[src/rtl/seg_scroll_display.sv]
// Scrolling N_DIGITS-wide seven-segment window over a nibble ROM, with tick divider, run/pause and single-step.
// Optional decimal-point start marker enabled by defining SEG_DP_MARK_EN.
module seg_scroll_display #(
  parameter int          N_DIGITS = 4,
  parameter int          DEPTH    = 8,
  parameter int          DIV_MAX  = 25000000,
  parameter logic [63:0] ROM_INIT = 64'h0
) (
  input  logic                       clk,
  input  logic                       reset,
  input  logic                       run,
  input  logic                       dir,
  input  logic                       step,
  output logic [N_DIGITS*7-1:0]      seg,
  output logic [$clog2(DEPTH)-1:0]   pos,
  output logic                       tick
`ifdef SEG_DP_MARK_EN
  ,
  output logic [N_DIGITS-1:0]        dp
`endif
);

  localparam int PW = $clog2(DEPTH);
  localparam int CW = $clog2(DIV_MAX);
  localparam logic [CW-1:0] DIV_LAST = CW'(DIV_MAX - 1);
  localparam logic [PW-1:0] POS_LAST = PW'(DEPTH - 1);
  localparam logic [PW:0]   DEPTH_W  = (PW + 1)'(DEPTH);

  function automatic int off_mod(input int off);
    int r;
    r = off;
    for (int j = 0; j < 8; j++) begin
      if (r >= DEPTH) r = r - DEPTH;
    end
    return r;
  endfunction

  function automatic logic [6:0] hex7(input logic [3:0] v);
    logic [6:0] s;
    case (v)
      4'h0: s = 7'h40;
      4'h1: s = 7'h79;
      4'h2: s = 7'h24;
      4'h3: s = 7'h30;
      4'h4: s = 7'h19;
      4'h5: s = 7'h12;
      4'h6: s = 7'h02;
      4'h7: s = 7'h78;
      4'h8: s = 7'h00;
      4'h9: s = 7'h10;
      4'hA: s = 7'h08;
      4'hB: s = 7'h03;
      4'hC: s = 7'h46;
      4'hD: s = 7'h21;
      4'hE: s = 7'h06;
      default: s = 7'h0E;
    endcase
    return s;
  endfunction

  // Divider only runs while run=1; dropping run re-arms it from zero.
  logic [CW-1:0] div_cnt;

  always_ff @(posedge clk or negedge reset) begin
    if (!reset) begin
      div_cnt <= '0;
    end else if (!run || div_cnt == DIV_LAST) begin
      div_cnt <= '0;
    end else begin
      div_cnt <= div_cnt + CW'(1);
    end
  end

  assign tick = run && (div_cnt == DIV_LAST);

  logic step_meta, step_sync, step_prev;
  logic step_pulse, advance;

  always_ff @(posedge clk or negedge reset) begin
    if (!reset) begin
      step_meta <= 1'b0;
      step_sync <= 1'b0;
      step_prev <= 1'b0;
    end else begin
      step_meta <= step;
      step_sync <= step_meta;
      step_prev <= step_sync;
    end
  end

  assign step_pulse = step_sync && !step_prev;
  assign advance    = run ? tick : step_pulse;

  always_ff @(posedge clk or negedge reset) begin
    if (!reset) begin
      pos <= '0;
    end else if (advance) begin
      if (dir) pos <= (pos == '0) ? POS_LAST : pos - PW'(1);
      else     pos <= (pos == POS_LAST) ? '0 : pos + PW'(1);
    end
  end

  logic [3:0] rom [DEPTH];
  for (genvar k = 0; k < DEPTH; k++) begin : g_rom
    assign rom[k] = ROM_INIT[4*k +: 4];
  end

  logic [N_DIGITS*7-1:0] seg_nxt;
  logic [N_DIGITS-1:0]   dp_nxt;

  // Offsets are reduced at elaboration, so one conditional subtract keeps each address in range.
  for (genvar i = 0; i < N_DIGITS; i++) begin : g_digit
    localparam int OFF = off_mod(N_DIGITS - 1 - i);
    logic [PW:0] sum;
    logic [PW:0] addr;
    assign sum  = {1'b0, pos} + (PW + 1)'(OFF);
    assign addr = (sum >= DEPTH_W) ? sum - DEPTH_W : sum;
    assign seg_nxt[7*i +: 7] = hex7(rom[addr[PW-1:0]]);
    assign dp_nxt[i]         = (addr != '0);
  end

  always_ff @(posedge clk or negedge reset) begin
    if (!reset) begin
      seg <= '1;
    end else begin
      seg <= seg_nxt;
    end
  end

`ifdef SEG_DP_MARK_EN
  always_ff @(posedge clk or negedge reset) begin
    if (!reset) begin
      dp <= '1;
    end else begin
      dp <= dp_nxt;
    end
  end
`else
  logic dp_unused;
  assign dp_unused = ^dp_nxt;
`endif

endmodule

[config.mk]
export PLATFORM = sky130hd
export DESIGN_NAME = seg_scroll_display
export DESIGN_NICKNAME = d
export VERILOG_FILES = /design/src/rtl/seg_scroll_display.sv
export SDC_FILE = /design/constraint.sdc
export NUM_CORES = 1
export LEC_CHECK = 0
export ABC_AREA = 1
export CORE_MARGIN = 2
export CORE_UTILIZATION = 37
export CTS_BUF_LIST = sky130_fd_sc_hd__clkbuf_16
export DETAILED_ROUTE_END_ITERATION = 7
export PLACE_DENSITY = 0.68
export SYNTH_ARGS = -nofsm -noshare
export SYNTH_HDL_FRONTEND = slang
export SYNTH_SLANG_ARGS = --single-unit
[constraint.sdc]
create_clock -name clk -period 1.9 [get_ports clk]
set_input_delay 0.19 -clock clk [delete_from_list [all_inputs] [get_ports clk]]
set_output_delay 0.19 -clock clk [all_outputs]
set_load 0.02 [all_outputs]
### After elaboration in Yosys (flattened, before gate mapping)

Memory sizes are Yosys's and may differ from the RTL's. A register that Yosys moved wholly into a read port is not among the register bits.
Cells that the tools add are included.

| operators by class | value |
|---|---|
| $add $sub $neg | 10 |
| multipliers | 0 |
| divide/modulo/power cells | 0 |
| order comparisons | 8 |
| equal/unequal tests | 2 |
| shifts and indexed selects | 0 |
| muxes and demuxes | 17 |
| bitwise gates (word level) | 4 |
| reductions and logical operators | 10 |

Operator list:

| kind | number |
|---|---|
| 4-bit two-way mux | 8 |
| 4-bit >= comparator (second input constant) | 7 |
| 25-bit by 1-bit adder with 25-bit output (second input constant) | 1 |
| 25-bit == test (second input constant) | 1 |
| 25-bit two-way mux | 1 |
| 3-bit two-way mux | 7 |
| 3-bit NOT with 4-bit output | 4 |
| 3-bit by 1-bit subtractor with 3-bit output (second input constant) | 5 |
| 3-bit by 2-bit adder with 4-bit output (second input constant) | 2 |
| 1-bit zero test | 6 |
| 3-bit by 1-bit adder with 4-bit output (second input constant) | 1 |
| 3-bit by 4-bit >= comparator with 1-bit output (second input constant) | 1 |
| 3-bit by 1-bit adder with 3-bit output (second input constant) | 1 |
| 3-bit == test (second input constant) | 1 |
| 3-bit zero test | 1 |
| 1-bit logical AND | 2 |
| 1-bit logical OR | 1 |
| 1-bit two-way mux | 1 |

| storage, ports and cells | value |
|---|---|
| register bits | 31 |
| latch bits | 0 |
| RAM bits | 0 |
| ROM bits | 576 |
| bits of input ports | 5 |
| output and inout bits | 32 |
| logic and storage cells | 64 |
| memories kept | 8 |

Memories:

| name | depth | width | read ports | clocked after memory_dff | wr ports | line | RTL |
|---|---|---|---|---|---|---|---|
| (name not given) | 16 | 7 | 1 | 1 | 0 | 40 | `case (v)` |
| (name not given) | 16 | 7 | 1 | 1 | 0 | 40 |  |
| (name not given) | 16 | 7 | 1 | 1 | 0 | 40 |  |
| (name not given) | 16 | 7 | 1 | 1 | 0 | 40 |  |
| (name not given) | 8 | 4 | 1 | 0 | 0 | 118 | `assign seg_nxt[7*i +: 7] = hex7(rom[addr[PW-1:0]]);` |
| (name not given) | 8 | 4 | 1 | 0 | 0 | 118 |  |
| 2 more memories | n/a | n/a | n/a | n/a | n/a | n/a |  |

### Longest topological paths before layout

Gate-level depths: netlist (run 1).

| logic depth | value |
|---|---|
| depth in word-level cells | 7 |
| depth in mapped cells | 9 |
| gate-level depth less buffers | 9 |

### Worst setup path after synthesis (run 1)

OpenSTA, ideal clock, no wires.

| timing | value |
|---|---|
| path type | flip-flop to output port |
| from | register div_cnt[0] |
| to | output port tick |
| arrival time | 1.290 ns |
| data required time | 1.710 ns |
| path slack | 0.420 ns |
| cell stages (with the launch flop) | 8 |
| path buffers | 0 |
| cell sequence | dfrtp_1 ha_1 nand2_2 nor2_4 nand2_1 nor2_2 nand3_2 inv_1 |

| on the way | value |
|---|---|
| longest elaborated chain between the ends | 2 |

Ends and longest elaborated chain:

| item | line | RTL |
|---|---|---|
| start, declared | 62 | `logic [CW-1:0] div_cnt;` |
| start signal, assigned | 70 | `div_cnt <= div_cnt + CW'(1);` |
| 25-bit == test | 74 | `assign tick = run && (div_cnt == DIV_LAST);` |
| 1-bit logical AND | 74 |  |
| end, declared | 16 | `output logic tick` |

Every way passes these cells.

==> flow_metrics.tcl, run 1 <==
set metrics [dict create \
    use_met1_pct 20.5 \
    synth-edff-count 0 \
    layout.cells.most_common_list "sky130_fd_sc_hd__nand2_1, sky130_fd_sc_hd__nor2_1, sky130_fd_sc_hd__dfrtp_1, sky130_fd_sc_hd__clkdlybuf4s50_1, sky130_fd_sc_hd__inv_1" \
    timing.final.hold_violations 0 \
    final_clock_period_utilization_by_the_worst_path_pct 96.0 \
    layout.filler_cells 557 \
    global_route_met2_usage_pct 25.0 \
    total_power_uw 1870 \
    insertedDiodeCount 0 \
    initial_utilization_pct 37.9 \
    grt.overflow.total 0 \
    endpoint_kind "output port" \
    cts_tree "done" \
    max_vdd_drop_v 0.000472 \
    power_switching_share_pct 27.3 \
    reg2reg_from "div_cnt[0]" \
    switchingPower_uw 509 \
    wl_per_cell_um 11.2 \
    grt_pass1_wl_mm 7.56 \
    final_max_slew_viol_count 0 \
    postRouteWirelength_mm 4.39 \
    peak_fanout_along_the_critical_path 24 \
    floorplan.rows 27 \
    grt.met3_usage_pct 4.09 \
    worstPathRequired_ps 1710 \
    worst_ep_arrival_time_ps 1630 \
    finalNetCount 330 \
    synth_seq_cells 32 \
    synth-async-reset-ratio_pct 100 \
    status "completed" \
    dpl.hpwl_mm 3.34 \
    cts.reportedPaths.clkPinSlew_ps 50 \
    detailed_route_iter0_violations 81 \
    floorplan.die_area_sq_mm 0.00622 \
    p_int_uw 1360 \
    period_minus_slack_ps 1820 \
    syn-cell-area_sq_mm 0.00207 \
    hold_path_class "in -> async" \
    synth_seq_area_share_pct 38.7 \
    cts_buffer_depth 2 \
    cp_slowest_stage_delay_ps 720 \
    grt_resource_usage_total_pct 15.6 \
    cts.sinks 32 \
    worst-path-stages 1 \
    crit-reg2reg-capture "div_cnt[16]" \
    antenna_found_initial 0 \
    fin_worst_hold_slack_ps 309 \
    p_per_area_mw_per_mm2 740 \
    synthToLayoutAreaGrowth_pct 21.8 \
    ctsHoldBuffers 0 \
    final-setup-viol-count 0 \
    die-width_um 78.9 \
    r2r_setup_slk_ps 400 \
    number_of_buffer_and_inverter_stages_on_the_critical_path 1 \
    synth_area_per_cell_sq_um 7.15 \
    crit_chain "clkdlybuf4s50_1" \
    io_pins 37 \
    area.sequential_sq_um 806 \
    dp_worst_setup_slack_ps 43.1 \
    commonest_non_fill_non_tap_cell_in_the_layout "sky130_fd_sc_hd__nand2_1" \
    gpl.final_weighted_congestion 0.995 \
    startpoint_type_of_the_worst_setup_path "register" \
    seq_power_share_pct 40.9 \
    cts-buffers-inserted 5 \
    clock_tree.root_cell "sky130_fd_sc_hd__clkbuf_16" \
    top_usage_layer "met2" \
    fin_ws_ps 76.9 \
    multi_input_comb_area_sq_um 952 \
    overall_via_count_from_detail_route 1791 \
    route.detailed.drc 0 \
    synth_flop_cell "sky130_fd_sc_hd__dfrtp_1" \
    drive_above_1_share_pct 10.6 \
    fmax_mhz 549 \
    grt_setup_unrepaired "false" \
    drtPass1Iterations 4 \
    grt_start_max_net_pins 33 \
    worstSkewPairLatency_ps 280 \
    detail_route.vias_per_cell 4.56 \
    criticalPathCategory "reg -> out" \
    syn_inst 290 \
    port_buffers 32 \
    setup_tns_ps 0 \
    crit_path_top_delay_cell "sky130_fd_sc_hd__dfstp_4" \
    htreeDepth 2 \
    power_frac_clock_pct 39.6 \
    reg2regPathDepth 8 \
    synthesis_warning_total 0 \
    path_delay_family "flip-flops" \
    yosys.cell_types.count 25 \
    grt_pass1_vias 1658 \
    power.combinational.fraction_pct 19.5 \
    leakage_power_uw 0.00107 \
    ant_nets 0 \
    die_height_um 78.9 \
    max-cap-violations 0 \
    final.setup_skew_ps 4.09 \
    fp.coreArea_sq_mm 0.00547 \
]
[per-stage QoR]
step / area, sq um / util [%] / std cells
finish: 2520 / 46.1 / 393
global route: 2520 / 46.1 / 393
CTS: 2520 / 46.1 / 393
detailed placement: 2390 / 43.7 / 385
global placement: 2390 / 43.7 / 385
floorplan: 2080 / - / 293
[synth_stat cells (all sizes together) (2+ instances only)]
library cell | number | area (sq um)
nand2 | 82 | 320
nor2 | 71 | 279
dfrtp | 31 | 776
buf | 29 | 233
inv | 26 | 97.6
nand3 | 17 | 90.1
nor3 | 9 | 55.1
ha | 5 | 62.6
xnor2 | 5 | 43.8
a21oi | 4 | 20.0
xor2 | 3 | 26.3
conb | 2 | 7.51
[logic make-up after synthesis]
logic type      Yosys count  share of synthesized area [%]
compound gates            8                           2.29
xor+xnor                  8                           3.38
fa+ha+maj                 5                           3.02
buf+inv                  55                           15.9
flops                    32                           38.7
other cells               2                          0.362
simple gates            180                           36.3
[registers in the layout, summed over array words and instances, names as in the netlist]
register   cells
div_cnt       25
step_sync      1
step_prev      1
step_meta      1
pos            3
seg            1
[power by group through the flow]
stage,sequential (uW),clock (uW),combinational [uW]
3_5_place_dp,774,0,369
5_1_grt,771,802,402
4_1_cts,762,755,370
6_report,764,739,365
3_3_place_gp,773,0,358
2_1_floorplan,801,0,215
[worst max-delay path by stage]
stage,from,to,slack (ps)
global placement,div_cnt[0],tick,80
finish,seg[25],seg[19],80
floorplan,div_cnt[0],tick,420
global route,seg[25],seg[8],10
CTS,seg[25],seg[19],10
detailed placement,div_cnt[0],tick,40
[cell type report]
class | instances | area share (%)
multi-input combinational | 206 | 37.7
inverter | 26 | 3.87
clock buffer | 5 | 4.96
tap | 72 | 3.57
clock inverter | 3 | 0.446
timing repair buffer | 49 | 17.5
sequential | 32 | 31.9
[worst reg2reg max path, stage by stage (launching register included)]
cell and delay (ps):
sky130_fd_sc_hd__dfrtp_1 340, sky130_fd_sc_hd__ha_1 200, sky130_fd_sc_hd__nand2_2 90, sky130_fd_sc_hd__nor2_4 80, sky130_fd_sc_hd__nand2_1 70, sky130_fd_sc_hd__nor2_2 160, sky130_fd_sc_hd__nand2_2 80, sky130_fd_sc_hd__nand2_4 250
sky130_fd_sc_hd__nor2_1 100
[metal layers]
metal | wire length [um] | vias up
li1 | - | 915
met5 | 0 | -
met2 | 1970 | 54
met1 | 2030 | 816
met3 | 327 | 6
met4 | 58 | 0
[what timing repair did]
item                       4_1_cts  5_1_grt
setup buffers                    0        0
resized for setup                1        3
setup endpoints to repair        1       25
No activity file was read; power rests on OpenSTA's default activity.
==> run 2: changes to the inputs <==
--- a/config.mk
+++ b/config.mk
@@ -11,6 +11,7 @@
 export CTS_BUF_LIST = sky130_fd_sc_hd__clkbuf_16
 export DETAILED_ROUTE_END_ITERATION = 7
 export PLACE_DENSITY = 0.68
+export SLEW_MARGIN = 0
 export SYNTH_ARGS = -nofsm -noshare
 export SYNTH_HDL_FRONTEND = slang
 export SYNTH_SLANG_ARGS = --single-unit
==> results of run 2 <==
Final layout, timing and power as in run 1 (identical DEF).
